--- config.mk ---
export PLATFORM = sky130hd
export DESIGN_NAME = miner_host_ctrl
export DESIGN_NICKNAME = d
export VERILOG_FILES = /design/src/rtl/miner_pkg.sv /design/src/rtl/strobe_gen.sv /design/src/rtl/miner_host_ctrl.sv
export SDC_FILE = /design/constraint.sdc
export NUM_CORES = 1
export LEC_CHECK = 0
export BUFFER_PORTS_ARGS = -buffer_cell sky130_fd_sc_hd__buf_2
export CORE_MARGIN = 2
export CORE_UTILIZATION = 44
export CTS_CLUSTER_SIZE = 25
export DETAILED_ROUTE_END_ITERATION = 12
export PLACE_DENSITY = 0.76
export SYNTH_ARGS = -nofsm -noshare
export SYNTH_HDL_FRONTEND = slang
export SYNTH_HIERARCHICAL = 1
export SYNTH_SLANG_ARGS = --single-unit
--- constraint.sdc ---
create_clock -name clk -period 1.96 [get_ports clk]
set_input_delay 0 -clock clk [delete_from_list [all_inputs] [get_ports clk]]
set_output_delay 0 -clock clk [all_outputs]
set_load 0.02 [all_outputs]
--- src/rtl/miner_pkg.sv ---
// Shared constants, FSM state encoding and helpers for the miner host controller.
// Latency: n/a (declarations only).
// Backpressure: n/a.
package miner_pkg;

  localparam logic [7:0] CMD_JOB     = 8'h01;
  localparam logic [7:0] CMD_READ    = 8'h02;
  localparam logic [7:0] SYNC_BYTE   = 8'hA5;
  localparam int         JOB_BYTES   = 80;
  localparam int         NONCE_BYTES = 8;

  typedef enum logic [2:0] {
    ST_IDLE,
    ST_CMD,
    ST_PAYLOAD,
    ST_CHK,
    ST_NS_LOAD,
    ST_TX_STAT,
    ST_TX_BYTE,
    ST_NS_SHIFT
  } state_e;

  // Error counter increment that sticks at all-ones.
  function automatic logic [7:0] sat_inc8(input logic [7:0] v);
    return (v == 8'hFF) ? v : v + 8'd1;
  endfunction

endpackage

--- src/rtl/strobe_gen.sv ---
// Registered data-then-strobe delay line: data captured on load_i, strobe two cycles later.
// Latency: data_o valid 1 cycle after load_i, load_o high for exactly the 2nd cycle after load_i.
// Backpressure: none; load_i must be spaced at least 3 cycles apart.
//
// Ports:
//   clk, rst          clock, asynchronous active-high reset
//   data_i, load_i    byte and its capture request
//   data_o, load_o    registered byte and its delayed, glitch-free strobe
module strobe_gen (
  input  logic       clk,
  input  logic       rst,
  input  logic [7:0] data_i,
  input  logic       load_i,
  output logic [7:0] data_o,
  output logic       load_o
);

  logic [7:0] data_q;
  logic       pend_q;
  logic       load_q;

  // The one-cycle gap between data and strobe gives the edge-clocked
  // shift register a full cycle of setup on its data input.
  always_ff @(posedge clk or posedge rst) begin
    if (rst) begin
      data_q <= 8'h00;
      pend_q <= 1'b0;
      load_q <= 1'b0;
    end else begin
      pend_q <= load_i;
      load_q <= pend_q;
      if (load_i) data_q <= data_i;
    end
  end

  assign data_o = data_q;
  assign load_o = load_q;

endmodule

--- src/rtl/miner_host_ctrl.sv ---
// Host command framer: SYNC/CMD/payload/CHK frames drive job and nonce shift registers.
// Latency: sr_load 2 cycles after payload byte; job_valid 1 cycle after good CHK; ns_load 1 cycle after read CHK.
// Backpressure: rx has none (bytes >= 3 cycles apart); tx holds tx_valid/tx_data until tx_ready.
//
// Ports:
//   clk, rst                 clock, asynchronous active-high reset
//   rx_data, rx_valid        byte stream from the UART receiver
//   tx_data, tx_valid, tx_ready  response byte stream to the UART transmitter
//   sr_data, sr_load, sr_rst job shift register byte, shift strobe, clear pulse
//   job_valid                job register holds a complete checksum-good job
//   found                    hasher result-valid level
//   ns_load, ns_out, ns_data nonce register load strobe, shift strobe, output byte
//   err_cnt                  saturating count of checksum errors and timeouts
module miner_host_ctrl #(
  parameter int         JOB_BYTES      = miner_pkg::JOB_BYTES,
  parameter int         NONCE_BYTES    = miner_pkg::NONCE_BYTES,
  parameter logic [7:0] SYNC_BYTE      = miner_pkg::SYNC_BYTE,
  parameter int         TIMEOUT_CYCLES = 1_000_000
) (
  input  logic       clk,
  input  logic       rst,
  input  logic [7:0] rx_data,
  input  logic       rx_valid,
  output logic [7:0] tx_data,
  output logic       tx_valid,
  input  logic       tx_ready,
  output logic [7:0] sr_data,
  output logic       sr_load,
  output logic       sr_rst,
  output logic       job_valid,
  input  logic       found,
  output logic       ns_load,
  output logic       ns_out,
  input  logic [7:0] ns_data,
  output logic [7:0] err_cnt
);

  import miner_pkg::*;

  localparam int PW = (JOB_BYTES > 1) ? $clog2(JOB_BYTES) : 1;
  localparam int NW = (NONCE_BYTES > 1) ? $clog2(NONCE_BYTES) : 1;
  localparam int TW = $clog2(TIMEOUT_CYCLES);
  localparam logic [TW-1:0] TMO_LAST  = TW'(TIMEOUT_CYCLES - 1);
  localparam logic [PW-1:0] PAY_LAST  = PW'(JOB_BYTES - 1);
  localparam logic [NW-1:0] NONCE_LAST = NW'(NONCE_BYTES - 1);

  state_e        state_q;
  logic [7:0]    chk_q;
  logic          is_job_q;
  logic [PW-1:0] pay_cnt_q;
  logic [NW-1:0] nleft_q;
  logic [TW-1:0] tmo_q;
  logic [7:0]    err_q;
  logic [7:0]    tx_data_q;
  logic          tx_valid_q;
  logic          sr_rst_q;
  logic          job_valid_q;
  logic          ns_load_q;
  logic          ns_out_q;
  logic          found_l_q;

  logic in_frame, tmo_hit, found_clr, found_l_d, sg_load;

  assign in_frame  = (state_q == ST_CMD) || (state_q == ST_PAYLOAD) || (state_q == ST_CHK);
  assign tmo_hit   = in_frame && !rx_valid && (tmo_q == TMO_LAST);
  // Clear happens on the last shift of a read; a concurrent found wins.
  assign found_clr = (state_q == ST_NS_SHIFT) && (nleft_q == '0);
  assign found_l_d = found || (found_l_q && !found_clr);
  assign sg_load   = (state_q == ST_PAYLOAD) && rx_valid;

  always_ff @(posedge clk or posedge rst) begin
    if (rst) begin
      state_q     <= ST_IDLE;
      chk_q       <= 8'h00;
      is_job_q    <= 1'b0;
      pay_cnt_q   <= '0;
      nleft_q     <= '0;
      tmo_q       <= '0;
      err_q       <= 8'h00;
      tx_data_q   <= 8'h00;
      tx_valid_q  <= 1'b0;
      sr_rst_q    <= 1'b0;
      job_valid_q <= 1'b0;
      ns_load_q   <= 1'b0;
      ns_out_q    <= 1'b0;
      found_l_q   <= 1'b0;
    end else begin
      sr_rst_q  <= 1'b0;
      ns_load_q <= 1'b0;
      ns_out_q  <= 1'b0;
      found_l_q <= found_l_d;
      // Idle-gap counter only runs while a frame is open.
      if (!in_frame || rx_valid) tmo_q <= '0;
      else                       tmo_q <= tmo_q + 1'b1;

      if (tmo_hit) begin
        err_q   <= sat_inc8(err_q);
        state_q <= ST_IDLE;
      end else begin
        case (state_q)
          ST_IDLE: begin
            if (rx_valid && rx_data == SYNC_BYTE) state_q <= ST_CMD;
          end
          ST_CMD: begin
            if (rx_valid) begin
              chk_q <= rx_data;
              if (rx_data == CMD_JOB) begin
                is_job_q    <= 1'b1;
                sr_rst_q    <= 1'b1;
                job_valid_q <= 1'b0;
                pay_cnt_q   <= PAY_LAST;
                state_q     <= ST_PAYLOAD;
              end else if (rx_data == CMD_READ) begin
                is_job_q <= 1'b0;
                state_q  <= ST_CHK;
              end else begin
                state_q <= ST_IDLE;
              end
            end
          end
          ST_PAYLOAD: begin
            if (rx_valid) begin
              chk_q <= chk_q ^ rx_data;
              if (pay_cnt_q == '0) state_q <= ST_CHK;
              else                 pay_cnt_q <= pay_cnt_q - 1'b1;
            end
          end
          ST_CHK: begin
            if (rx_valid) begin
              if (rx_data != chk_q) begin
                err_q   <= sat_inc8(err_q);
                state_q <= ST_IDLE;
              end else if (is_job_q) begin
                job_valid_q <= 1'b1;
                state_q     <= ST_IDLE;
              end else begin
                ns_load_q <= 1'b1;
                state_q   <= ST_NS_LOAD;
              end
            end
          end
          ST_NS_LOAD: begin
            tx_valid_q <= 1'b1;
            tx_data_q  <= {7'b0, found_l_q};
            state_q    <= ST_TX_STAT;
          end
          ST_TX_STAT: begin
            // ns_data has settled since the ns_load edge; present it next.
            if (tx_ready) begin
              tx_data_q <= ns_data;
              nleft_q   <= NONCE_LAST;
              state_q   <= ST_TX_BYTE;
            end
          end
          ST_TX_BYTE: begin
            if (tx_ready) begin
              tx_valid_q <= 1'b0;
              ns_out_q   <= 1'b1;
              state_q    <= ST_NS_SHIFT;
            end
          end
          ST_NS_SHIFT: begin
            // The register shifted on the ns_out rising edge at the start of
            // this cycle, so ns_data is the next byte by the end of it.
            if (nleft_q == '0) begin
              state_q <= ST_IDLE;
            end else begin
              nleft_q    <= nleft_q - 1'b1;
              tx_valid_q <= 1'b1;
              tx_data_q  <= ns_data;
              state_q    <= ST_TX_BYTE;
            end
          end
          default: state_q <= ST_IDLE;
        endcase
      end
    end
  end

  strobe_gen u_strobe_gen (
    .clk    (clk),
    .rst    (rst),
    .data_i (rx_data),
    .load_i (sg_load),
    .data_o (sr_data),
    .load_o (sr_load)
  );

  assign tx_data   = tx_data_q;
  assign tx_valid  = tx_valid_q;
  assign sr_rst    = sr_rst_q;
  assign job_valid = job_valid_q;
  assign ns_load   = ns_load_q;
  assign ns_out    = ns_out_q;
  assign err_cnt   = err_q;

endmodule

==> flow_summary.toml <==
[outcome]
status = "completed"

[synth]
syn_inst = 388
synth_compound_area_share_pct = 10.6
synth_edf_count = 0
yosys.area.top_type = "dfrtp_1"
synth_mux_area_share_pct = 4.63
ys_ff_latch = 74
yosys-top-cells-area = "dfrtp_1 48%, xnor2_1 4.1%, xor2_1 4.1%, nand2_1 4.0%, mux2_4 3.5%"
synth.cell_area_sq_um = 3840
synth-adder-area-share_pct = 1.95
synthesis.nets = 415
yosysMostFrequentCell = "dfrtp_1"
ys.flop_type = "dfrtp_1"
synth_top_area_share_pct = 48.2
synth-async-reset-ratio_pct = 100
synth-simple-area-share_pct = 23.4
synth_xor_xnor_area_share_pct = 8.21
yosysSeqAreaShare_pct = 48.2
yosys-top-cells-count = "74 x dfrtp_1, 41 x nand2_1, 31 x nor2_1"
ys_warn_count = 6
avgSynthCellArea_sq_um = 9.90
yosysUniqueCellTypes = 56
synth_top_family_by_area = "simple AND/OR/NAND/NOR gates"

[pwr]
switching_share_pct = 34.9
p_int_uw = 3360
p_comb_share_pct = 33.2
powerDensity_nw_per_um2 = 1080
p_switching_uw = 1800
p_clk_share_pct = 26.7
power_leakage_uw = 0.00211
finalPower_uw = 5160
seq_power_share_pct = 40.1
peakVddDrop_v = 0.000731

[floorplan]
die_x_um = 97.4
start_util_pct = 44.7
io-pin-count = 51
core_sq_um = 8590
row_count = 34
die_area_sq_um = 9490
die_h_um = 97.4

[clock_network]
cts.path.max_buffers = 2
clk_latency_ns = 0.35
clkTransAtPathRegs_ns = 0.08
cts.htree.levels = 3
cts_tree = "built"
clock-sinks = 74
cts_made_buffers = 9
root_buffer = "clkbuf_8"

[sta]
hold_violations = 0
fin_crit_sh_pct = 97.5
rsz0062_at_grt = "true"
skew_ns = 0.0148
min_period_ns = 1.91
fmax_mhz = 523
setup_viol = 0
relSlewSlack_pct = 71.3
tightest_slew_ns = 0.427
hold_ws_ns = 0.0266
fin_tns_setup_ns = 0
drv_slew = 0
layout_setup_ws_ns = 0.0481

[layout]
nets = 503
area_growth_pct = 24.6
antenna_cells = 0
drive_gt1_share_pct = 24.9

[worst_setup_path]
reg2reg_depth = 6
start_kind = "flip-flop"
worstPathRequired_ns = 2.19
critPathMaxFanout = 6
timing_worst_setup_path_type = "flip-flop to flip-flop"
arrival_ns = 2.14
critPathCaptureType = "flip-flop"

[placement]
dp_slack_ns = 0.00209
port-buffer-count = 50
gp_congestion = 0.828
dp_hpwl_um = 5630

[min_path]
hp-class = "input port to flip-flop"
whs_path_depth = 2

[routing]
drc = 0
wire_per_inst_um = 14.0
first_pass_iters = 4
wl_met1_um = 3790
num_vias = 3150
drt-total-wl_um = 8240
postRouteAntennaNets = 0
route.met2.wl_um = 3970
top_layer = "met4"
viasPerCell = 5.35
drt_iter0_drc = 143
wl_met3_um = 291

[grt]
grt_max_degree = 56
grt_first_pass_wirelength_um = 14400
track_usage_pct = 18.3
grt_overflow_total = 0
antenna_found_initial = 0
grt_pass1_vias = 3084

[job]
max_cap_viol_count = 0
cells by family (layout without fill, tap and decap cells):
kind of cell,count (synthesis),count (layout)
adder cells (fa/ha/maj),6,6
AND/OR/NAND/NOR,165,165
multiplexers,13,13
AO/OA/AOI/OAI,69,69
XOR/XNOR,36,36
buffers and inverters,25,118
flip-flops,74,74
routing by layer:
metal  vias up  global-route usage [%]
met1      1522                    24.8
li1       1548                       -
met4         0                    7.05
met5         -                       0
met2        61                    28.9
met3        19                    4.10
area by class of cell:
class | count | area, sq um
inverter | 10 | 37.5
clock buffer | 11 | 151
fill | 739 | 3810
sequential | 74 | 1850
multi-input combinational | 289 | 1900
timing repair buffer | 92 | 623
tap | 108 | 135
clock inverter | 5 | 85.1
cell usage in the layout, fill, tap and decap left out, types with 3 or more instances in the layout:
cell type      Yosys  final
nand4_1            9      9
nor2_1            31     30
dlygate4sd3_1      0     18
o2111ai_1          4      4
and3_1             5      5
nand3_1           16     16
and3_2             3      3
xnor2_1           18     18
nand2_1           41     41
or3_1              7      7
buf_2              1     50
buf_4              2     23
clkbuf_8           0     11
a21oi_1           26     26
xor2_1            18     18
ha_1               6      6
mux2_4             9      9
dfrtp_1           74     73
o21ai_0           25     25
nor3_1             9      9
nand2b_1           3      3
and2_1             8      8
nor4_1             9      8
inv_1             10      9
nor2b_1            4      4
critical path, cell delays in order, from the launching register on:
cell and delay [ns]:
dfrtp_1 0.42, and4bb_2 0.31, nand4_1 0.15, nor4_4 0.36, buf_4 0.20, o21ai_2 0.07, mux2_2 0.28
registers in the layout, indices dropped and copies added, names as in the netlist:
name                 count
is_job_q                 1
err_cnt                  8
ns_out                   1
ns_load                  1
nleft_q                  3
found_l_q                1
state_q                  3
u_strobe_gen/pend_q      1
pay_cnt_q                7
chk_q                    8
sr_rst                   1
u_strobe_gen/load_o      1
tx_data                  8
tmo_q                   20
u_strobe_gen/data_o      8
tx_valid                 1
job_valid                1
metrics by stage:
| stage | cells | instance area, sq um | utilization [%] |
|---|---|---|---|
| global route | 589 | 4790 | 55.7 |
| CTS | 588 | 4750 | 55.3 |
| detailed placement | 554 | 4330 | 50.4 |
| floorplan | 388 | 3840 | - |
| global placement | 554 | 4330 | 50.4 |
| finish | 589 | 4790 | 55.7 |
power groups by stage:
stage | registers (uW) | logic (uW) | clock network, uW
2_1_floorplan | 2200 | 1080 | 0
3_3_place_gp | 2070 | 1620 | 0
3_5_place_dp | 2080 | 1670 | 0
4_1_cts | 2060 | 1700 | 1410
5_1_grt | 2110 | 1890 | 1460
6_report | 2070 | 1710 | 1380
path summary, 6_finish.rpt:
kind / start / slack [ns] / to
hold reg to reg: u_strobe_gen/pend_q / 0.36 / u_strobe_gen/load_o
setup reg to reg: tmo_q[6] / 0.05 / err_cnt[1]
max in group asynchronous: rst / 1.25 / tmo_q[13]
hold / removal: rx_data[0] / 0.03 / u_strobe_gen/data_o[0]
min in group asynchronous: rst / 0.12 / nleft_q[0]
setup / recovery: tmo_q[6] / 0.05 / err_cnt[1]
what timing repair did:
| action | CTS | global route |
|---|---|---|
| hold buffers | 18 | 0 |
| setup endpoints to repair | 2 | 10 |
| resized for setup | 2 | 5 |
| buffers inserted | 0 | 1 |
| pin swaps | 1 | 3 |
| hold endpoints to repair | 94 | 0 |
Power figures use the tool's default switching activity.
